$ cat src/rtl/od_mon_pkg.sv
// -----------------------------------------------------------------------------
// od_mon_pkg
// Shared constants and helpers for the open-drain line monitor.
//   IDLE_LEVEL      level of an undriven line (pulled up)
//   CHAIN_PER_LINE  shift-chain bits contributed by each line:
//                   2 = {FALL, LEVEL}, 3 = {RISE, FALL, LEVEL}
//   filt_cnt_w()    width of the per-line filter counter
// Configuration macro: OD_MON_RISE_EN (adds sticky rising-edge flags).
// -----------------------------------------------------------------------------
package od_mon_pkg;

  localparam logic IDLE_LEVEL = 1'b1;

`ifdef OD_MON_RISE_EN
  localparam int CHAIN_PER_LINE = 3;
`else
  localparam int CHAIN_PER_LINE = 2;
`endif

  // ceil(log2(filter)), never less than one bit so FILTER=1 still has a counter.
  function automatic int filt_cnt_w(input int filter);
    return (filter <= 2) ? 1 : $clog2(filter);
  endfunction

endpackage

$ cat src/rtl/od_line_filter.sv
// -----------------------------------------------------------------------------
// od_line_filter
// One monitored line: 2-flop synchronizer, stability filter and edge pulses.
// The filtered level only follows the synchronized input after FILTER
// consecutive disagreeing cycles; any agreeing cycle restarts the count.
// Ports:
//   CLK      clock, rising edge
//   CLR_N    asynchronous active-low reset
//   i_y      raw line level
//   o_level  filtered level
//   o_fall   one-cycle pulse, true while the next edge commits a 1->0
//   o_rise   (OD_MON_RISE_EN only) same for 0->1
// Parameters: FILTER, legal range 1..15.
// -----------------------------------------------------------------------------
module od_line_filter
  import od_mon_pkg::*;
#(
  parameter int FILTER = 4
) (
  input  logic CLK,
  input  logic CLR_N,
  input  logic i_y,
  output logic o_level,
`ifdef OD_MON_RISE_EN
  output logic o_rise,
`endif
  output logic o_fall
);

  localparam int              CW       = filt_cnt_w(FILTER);
  localparam logic [CW-1:0]   CNT_LAST = CW'(FILTER - 1);

  logic          r_s1;
  logic          r_s;
  logic          r_level;
  logic [CW-1:0] r_cnt;
  logic          w_commit;

  // The level flips on the edge where the last required disagreeing cycle
  // is counted, so the counter tops out at FILTER-1.
  assign w_commit = (r_s != r_level) && (r_cnt == CNT_LAST);

  // NOTE: every state element uses <= so all flops sample pre-edge values;
  // a blocking = here would let r_s see the new r_s1 in the same edge.
  always_ff @(posedge CLK or negedge CLR_N) begin
    if (!CLR_N) begin
      r_s1    <= IDLE_LEVEL;
      r_s     <= IDLE_LEVEL;
      r_level <= IDLE_LEVEL;
      r_cnt   <= '0;
    end else begin
      r_s1 <= i_y;
      r_s  <= r_s1;
      if (r_s == r_level) begin
        r_cnt <= '0;
      end else if (w_commit) begin
        r_level <= r_s;
        r_cnt   <= '0;
      end else begin
        r_cnt <= r_cnt + 1'b1;
      end
    end
  end

  assign o_level = r_level;
  assign o_fall  = w_commit & ~r_s;
`ifdef OD_MON_RISE_EN
  assign o_rise  = w_commit &  r_s;
`endif

endmodule

$ cat src/rtl/od_line_monitor.sv
// -----------------------------------------------------------------------------
// od_line_monitor
// N-line receiver for wired-AND open-drain lines. Each line is synchronized
// and glitch-filtered; falling edges set sticky flags. Levels and flags are
// captured into a 74x165-style load/shift register for three-wire polling.
// Ports:
//   CLK    clock, rising edge
//   CLR_N  asynchronous active-low reset
//   Y      raw line levels (idle high)
//   LD     parallel load of {flags, LEVEL} into the shift register; clears
//          the sticky flags (a flag set on the same edge survives)
//   SH     shift enable (LD has priority)
//   SI     serial input for cascading
//   Q      serial output, shift register MSB
//   LEVEL  filtered levels
//   FALL   sticky falling-edge flags
//   RISE   sticky rising-edge flags (OD_MON_RISE_EN only)
// Configuration macro: OD_MON_RISE_EN -> RISE flags, chain {RISE, FALL, LEVEL}.
// Default build chain is {FALL, LEVEL}, FALL[N-1] at the MSB.
// -----------------------------------------------------------------------------
module od_line_monitor
  import od_mon_pkg::*;
#(
  parameter int N      = 6,
  parameter int FILTER = 4
) (
  input  logic         CLK,
  input  logic         CLR_N,
  input  logic [N-1:0] Y,
  input  logic         LD,
  input  logic         SH,
  input  logic         SI,
  output logic         Q,
  output logic [N-1:0] LEVEL,
`ifdef OD_MON_RISE_EN
  output logic [N-1:0] RISE,
`endif
  output logic [N-1:0] FALL
);

  localparam int CHAIN = CHAIN_PER_LINE * N;

  logic [N-1:0]     w_fall_pulse;
  logic [N-1:0]     r_fall;
  logic [CHAIN-1:0] r_shreg;
  logic [CHAIN-1:0] w_shreg_next;
  logic [CHAIN-1:0] w_snapshot;
`ifdef OD_MON_RISE_EN
  logic [N-1:0]     w_rise_pulse;
  logic [N-1:0]     r_rise;
`endif

  for (genvar gi = 0; gi < N; gi++) begin : g_line
    od_line_filter #(
      .FILTER (FILTER)
    ) u_line (
      .CLK     (CLK),
      .CLR_N   (CLR_N),
      .i_y     (Y[gi]),
      .o_level (LEVEL[gi]),
`ifdef OD_MON_RISE_EN
      .o_rise  (w_rise_pulse[gi]),
`endif
      .o_fall  (w_fall_pulse[gi])
    );
  end

`ifdef OD_MON_RISE_EN
  assign w_snapshot = {r_rise, r_fall, LEVEL};
`else
  assign w_snapshot = {r_fall, LEVEL};
`endif

  // NOTE: w_shreg_next gets its hold value first so no path leaves it
  // unassigned; otherwise synthesis would infer a latch.
  always_comb begin
    w_shreg_next = r_shreg;
    if (LD) begin
      w_shreg_next = w_snapshot;
    end else if (SH) begin
      w_shreg_next = {r_shreg[CHAIN-2:0], SI};
    end
  end

  // LD clears the flags, but an edge committing on the same clock sets its
  // flag again so no event is lost between snapshot and clear.
  always_ff @(posedge CLK or negedge CLR_N) begin
    if (!CLR_N) begin
      r_fall  <= '0;
      r_shreg <= '0;
    end else begin
      r_fall  <= (LD ? '0 : r_fall) | w_fall_pulse;
      r_shreg <= w_shreg_next;
    end
  end

`ifdef OD_MON_RISE_EN
  always_ff @(posedge CLK or negedge CLR_N) begin
    if (!CLR_N) begin
      r_rise <= '0;
    end else begin
      r_rise <= (LD ? '0 : r_rise) | w_rise_pulse;
    end
  end

  assign RISE = r_rise;
`endif

  assign FALL = r_fall;
  assign Q    = r_shreg[CHAIN-1];

endmodule

$ cat config.mk
export PLATFORM = sky130hd
export DESIGN_NAME = od_line_monitor
export DESIGN_NICKNAME = d
export VERILOG_FILES = /design/src/rtl/od_mon_pkg.sv /design/src/rtl/od_line_filter.sv /design/src/rtl/od_line_monitor.sv
export SDC_FILE = /design/constraint.sdc
export NUM_CORES = 1
export LEC_CHECK = 0
export ABC_AREA = 1
export BUFFER_PORTS_ARGS = -buffer_cell sky130_fd_sc_hd__buf_4
export CAP_MARGIN = 5
export CORE_AREA = 10 10 71 73
export CTS_CLUSTER_SIZE = 10
export DETAILED_ROUTE_END_ITERATION = 8
export DIE_AREA = 0 0 81 83
export GPL_TIMING_DRIVEN = 1
export PLACE_DENSITY = 0.82
export SLEW_MARGIN = 0
export SYNTH_ARGS = -nofsm -noshare
export SYNTH_HDL_FRONTEND = slang
export SYNTH_SLANG_ARGS = --single-unit
$ cat constraint.sdc
create_clock -name CLK -period 2.7 [get_ports CLK]
set_input_delay 0.135 -clock CLK [delete_from_list [all_inputs] [get_ports CLK]]
set_output_delay 0.135 -clock CLK [all_outputs]
set_load 0.03 [all_outputs]
Word-level counts from Yosys, hierarchy flattened:

Cells that the tools add are included.

* input port bits: 11
* register bits after elaboration: 48
* output and inout port bits: 13
* logic and storage cells: 97

* bitwise logic cells: 19
* mux-type cells: 15
* add/subtract/negate cells: 6
* reduce and logical (&&, ||, !) cells: 13
* eq/ne operators: 18

Operators with widths (count)
* $mux 12: 2
* $mux 2: 12
* $add 2x1->2 const B: 6
* $eq 2x2->1 const B: 6
* $not 1->1: 12
* $reduce_and 2->1: 6
* $and 1x1->1: 6
* $eq 1x1->1: 6
* $logic_and 1x1->1: 6
* $mux 6: 1
* $ne 1x1->1: 6
* $or 6x6->6: 1
* $reduce_bool 2->1: 1

Logic depth before layout (Yosys ltp):

* depth in word-level cells: 4
* gate-level depth with buffers: 6
* gate-level depth less buffers: 5

Cells and area by module:

Synthesis repeated with hierarchy kept, for this count alone.

* cells, all modules: 203
* area total of the unflattened synthesis: 1930.6 um2

Modules (own cells, without submodules)
* od_line_filter: cells each 19, instances 6, sequential area each 128.9 um2, area each 193.9 um2
* od_line_monitor: cells each 89, instances 1, sequential area each 450.4 um2, area each 767.0 um2

Worst setup path before layout:

No wires, ideal clock.

* path kind: register -> register
* start point: register g_line[0].u_line.r_cnt[0]
* end point: register g_line[0].u_line.r_cnt[0]
* data required time: 2.629 ns
* cell stages (with the launch flop): 4
* arrival time: 0.947 ns
* slack: 1.682 ns
* clock period less this slack: 1.018 ns
* library setup time: 0.071 ns
* buffers on the path: 0
* cells stage by stage: dfrtp_1 ha_1 or2_2 nor2_1

* longest elaborated chain between the ends: 4
* elaborated cells on any way between the ends: 5
* those cells by class: add/sub: 1; eq/ne: 1; mux: 2; reduce/logical: 1

Ends and longest elaborated chain
* start, declared: RTL line od_line_filter.sv:36 `logic [CW-1:0] r_cnt;`
* start signal, assigned: RTL line od_line_filter.sv:60 `r_cnt <= r_cnt + 1'b1;`
* branches (longest 2 deep; another with $add 2x1->2)
* $mux 2 *: RTL line od_line_filter.sv:56 `end else if (w_commit) begin`
* $mux 2 *: RTL line od_line_filter.sv:54 `if (r_s == r_level) begin`

Every way passes the cells marked *.
A chain may end at the register's enable or synchronous reset.

Worst setup path after layout:

* start point: register g_line[1].u_line.r_level
* end point: output port LEVEL[1]

RTL lines
* start, declared: RTL line od_line_filter.sv:35 `logic r_level;`
* start signal, assigned: RTL line od_line_filter.sv:57 `r_level <= r_s;`
* end, declared: RTL line od_line_monitor.sv:34 `output logic [N-1:0] LEVEL,`

No word-level cell between the ends.

==> results_dict.tcl <==
set metrics [dict create \
    drtIter0Drc 81 \
    vias_per_cell 4.698 \
    required_ns 2.57 \
    root_buffer "clkbuf_8" \
    io_buffers 23 \
    synthArstFlopShare_pct 100.0 \
    fp.dieW_um 81 \
    grt_max_degree 49 \
    r2r_end "g_line[4].u_line.r_cnt[0]" \
    crit_start "g_line[1].u_line.o_level" \
    insertion_delay_ns 0.30 \
    die_area_mm2 0.006723 \
    hold_viol_final 0 \
    crit_slowest_cell "dfstp_2" \
    synth_ff_type "dfrtp_1" \
    tightest_slew_ns 0.5664 \
    core.rowCount 22 \
    crit_path_max_incr_delay_ns 0.59 \
    cts_tree "built" \
    synth_top_cell_by_area "dfrtp_1" \
    r2r-start "g_line[4].u_line.r_cnt[0]" \
    worstPathArrival_ns 1.08 \
    endpoint "LEVEL[1]" \
    clock.fmax_mhz 826.0 \
    ys.warnings.count 0 \
    netlist.area_leader.share_pct 38.27 \
    syn_to_final_growth_pct 16.90 \
    drt-pass1-iter-count 6 \
    synth_commonest_cells "nand2_1 (84), dfrtp_1 (30), dfstp_2 (18), nor2_1 (18), inv_1 (12)" \
    crit_path_start_kind "flop" \
    grt_overflow 0 \
    ys_top_cells_by_area "dfrtp_1 (38%), dfstp_2 (24%), nand2_1 (16%), ha_1 (3.8%), nor2_1 (3.4%)" \
    relSlewSlack_pct 62.24 \
    diodes 0 \
    grt_pass1_wl_mm 5.706 \
    finalMaxSlewViolations 0 \
    die_h_um 83 \
    placed_cell_area_mm2 0.002123 \
    whs_ns 0.1178 \
    utilization_pct 63.12 \
    worstPathMaxFanout 5 \
    grt_use_total_pct 10.59 \
    drcViolationCount 0 \
    powerDensity_mw_per_mm2 956.7 \
    path_class "flop to output pin" \
    period_needed_ns 1.211 \
    path_delay_family "flip-flops" \
    synth_edf_count 0 \
    ir_worst_vdd_uv 506.4 \
    clk_pin_slew_ns 0.09 \
    rrSetupSlack_ns 1.59 \
    drive_gt1_share_pct 24.46 \
    crit_chain "buf_4" \
    cts_buffers 5 \
    io_pins 24 \
    post_drt_wl_per_cell_um 11.70 \
    start_util_pct 53.99 \
    outcome "complete, no violations" \
    drt_wl_total_mm 3.287 \
    final_area_mm2 0.002293 \
    cts_setup_buffers 0 \
    synthCells 205 \
    maxCapViolCount 0 \
    fin_worst_skew_ns 0.01121 \
    antenna_left 0 \
    ys_types 15 \
    vias 1320 \
    yosysSeqAreaShare_pct 62.37 \
    coreArea_mm2 0.003633 \
    antenna_found_initial 0 \
    reg2reg_depth 3 \
    critPathBufInv 1 \
    hp-class "primary input to flop" \
    h-tree-depth 2 \
    cp-end-kind "output pin" \
    dpl.hpwl_mm 2.263 \
    leakagePower_nw 1.240 \
    rsz0062_at_grt "no" \
    grt_pass1_vias 1288 \
    fillers 314 \
    ys_seq_elements 48 \
    finalSetupTns_ns 0 \
    cp_num_cells 1 \
    clock-sinks 48 \
    place.gp.congestion 0.7545 \
    syn_area_mm2 0.001962 \
    fin_nets 249 \
    finalSetupViolCount 0 \
    cts.path.max_buffers 2 \
    min_period_over_period_pct 44.84 \
    synthesis.nets 222 \
    avgSynthCellArea_um2 9.570 \
    post-synth-top-count-cell "nand2_1" \
]
[logic make-up after synthesis]
group                    count (synthesis)  synth area share (%)
AND/OR/NAND/NOR                        115                 23.28
flip-flops                              48                 62.37
buffers and inverters                   24                 6.313
AO/OA/AOI/OAI                            6                 1.531
XOR/XNOR                                 6                 2.679
adder cells (fa/ha/maj)                  6                 3.826
[stage by stage]
step | total power, mW | setup slack, ns | cells
2_1_floorplan | 1.589 | 1.682 | 205
3_3_place_gp | 1.714 | 1.520 | 266
3_5_place_dp | 1.749 | 1.470 | 266
4_1_cts | 2.222 | 1.487 | 281
5_1_grt | 2.369 | 1.447 | 281
6_report | 2.194 | 1.489 | 281
[worst min path at each step]
stage,endpoint,depth (start not counted),start
global route,r_shreg[0],5,SI
global placement,g_line[0].u_line.r_cnt[1],1,CLR_N
detailed placement,g_line[1].u_line.r_cnt[0],1,CLR_N
CTS,r_shreg[0],5,SI
floorplan,FALL[0],0,CLR_N
finish,r_shreg[0],5,SI
[power by group]
| part | leakage [nW] | internal, mW | total, mW | switching (mW) |
|---|---|---|---|---|
| Clock | 0.0515 | 0.234 | 0.462 | 0.228 |
| Sequential | 0.584 | 0.946 | 1.09 | 0.140 |
| Combinational | 0.604 | 0.278 | 0.646 | 0.368 |
[final cells by class]
type                       count  area (µm²)  area share (%)
timing repair buffer          30       242.7           10.58
tap                           48       60.06           2.619
inverter                      14       52.55           2.291
clock buffer                   8       100.1           4.364
sequential                    48        1224           53.35
multi-input combinational    133       614.3           26.79
[cells in the final DEF, fill, tap and decap left out]
cell type,Yosys,routed
clkbuf_1,0,1
a21oi_1,6,6
or2_2,6,6
dfrtp_1,30,30
dlygate4sd3_1,0,7
xnor2_1,6,6
inv_1,12,12
nand2_1,84,84
ha_1,6,6
clkbuf_8,0,7
nand3_1,6,6
dfstp_2,18,18
nor2_1,18,18
buf_4,6,23
nor2_2,1,1
inv_2,2,2
[per-layer routing]
metal / track usage, % / wire length (µm)
met3: 5.172 / 231
met4: 4.225 / 51
met5: 0 / 0
met2: 16.93 / 1577
met1: 11.61 / 1426
[state kept, by name, indices dropped and copies added, names as in the netlist]
signal                 flops
g_line.u_line.r_cnt       12
r_shreg                   12
FALL                       6
g_line.u_line.o_level      6
g_line.u_line.r_s          6
g_line.u_line.r_s1         6
[repair_timing]
action / in CTS / in global routing
gates resized for setup: 0 / 0
endpoints found under the hold margin: 36 / 0
endpoints found under the setup margin: 0 / 0
hold buffers: 7 / 0
Note: power is estimated with default switching activity, not from simulation.
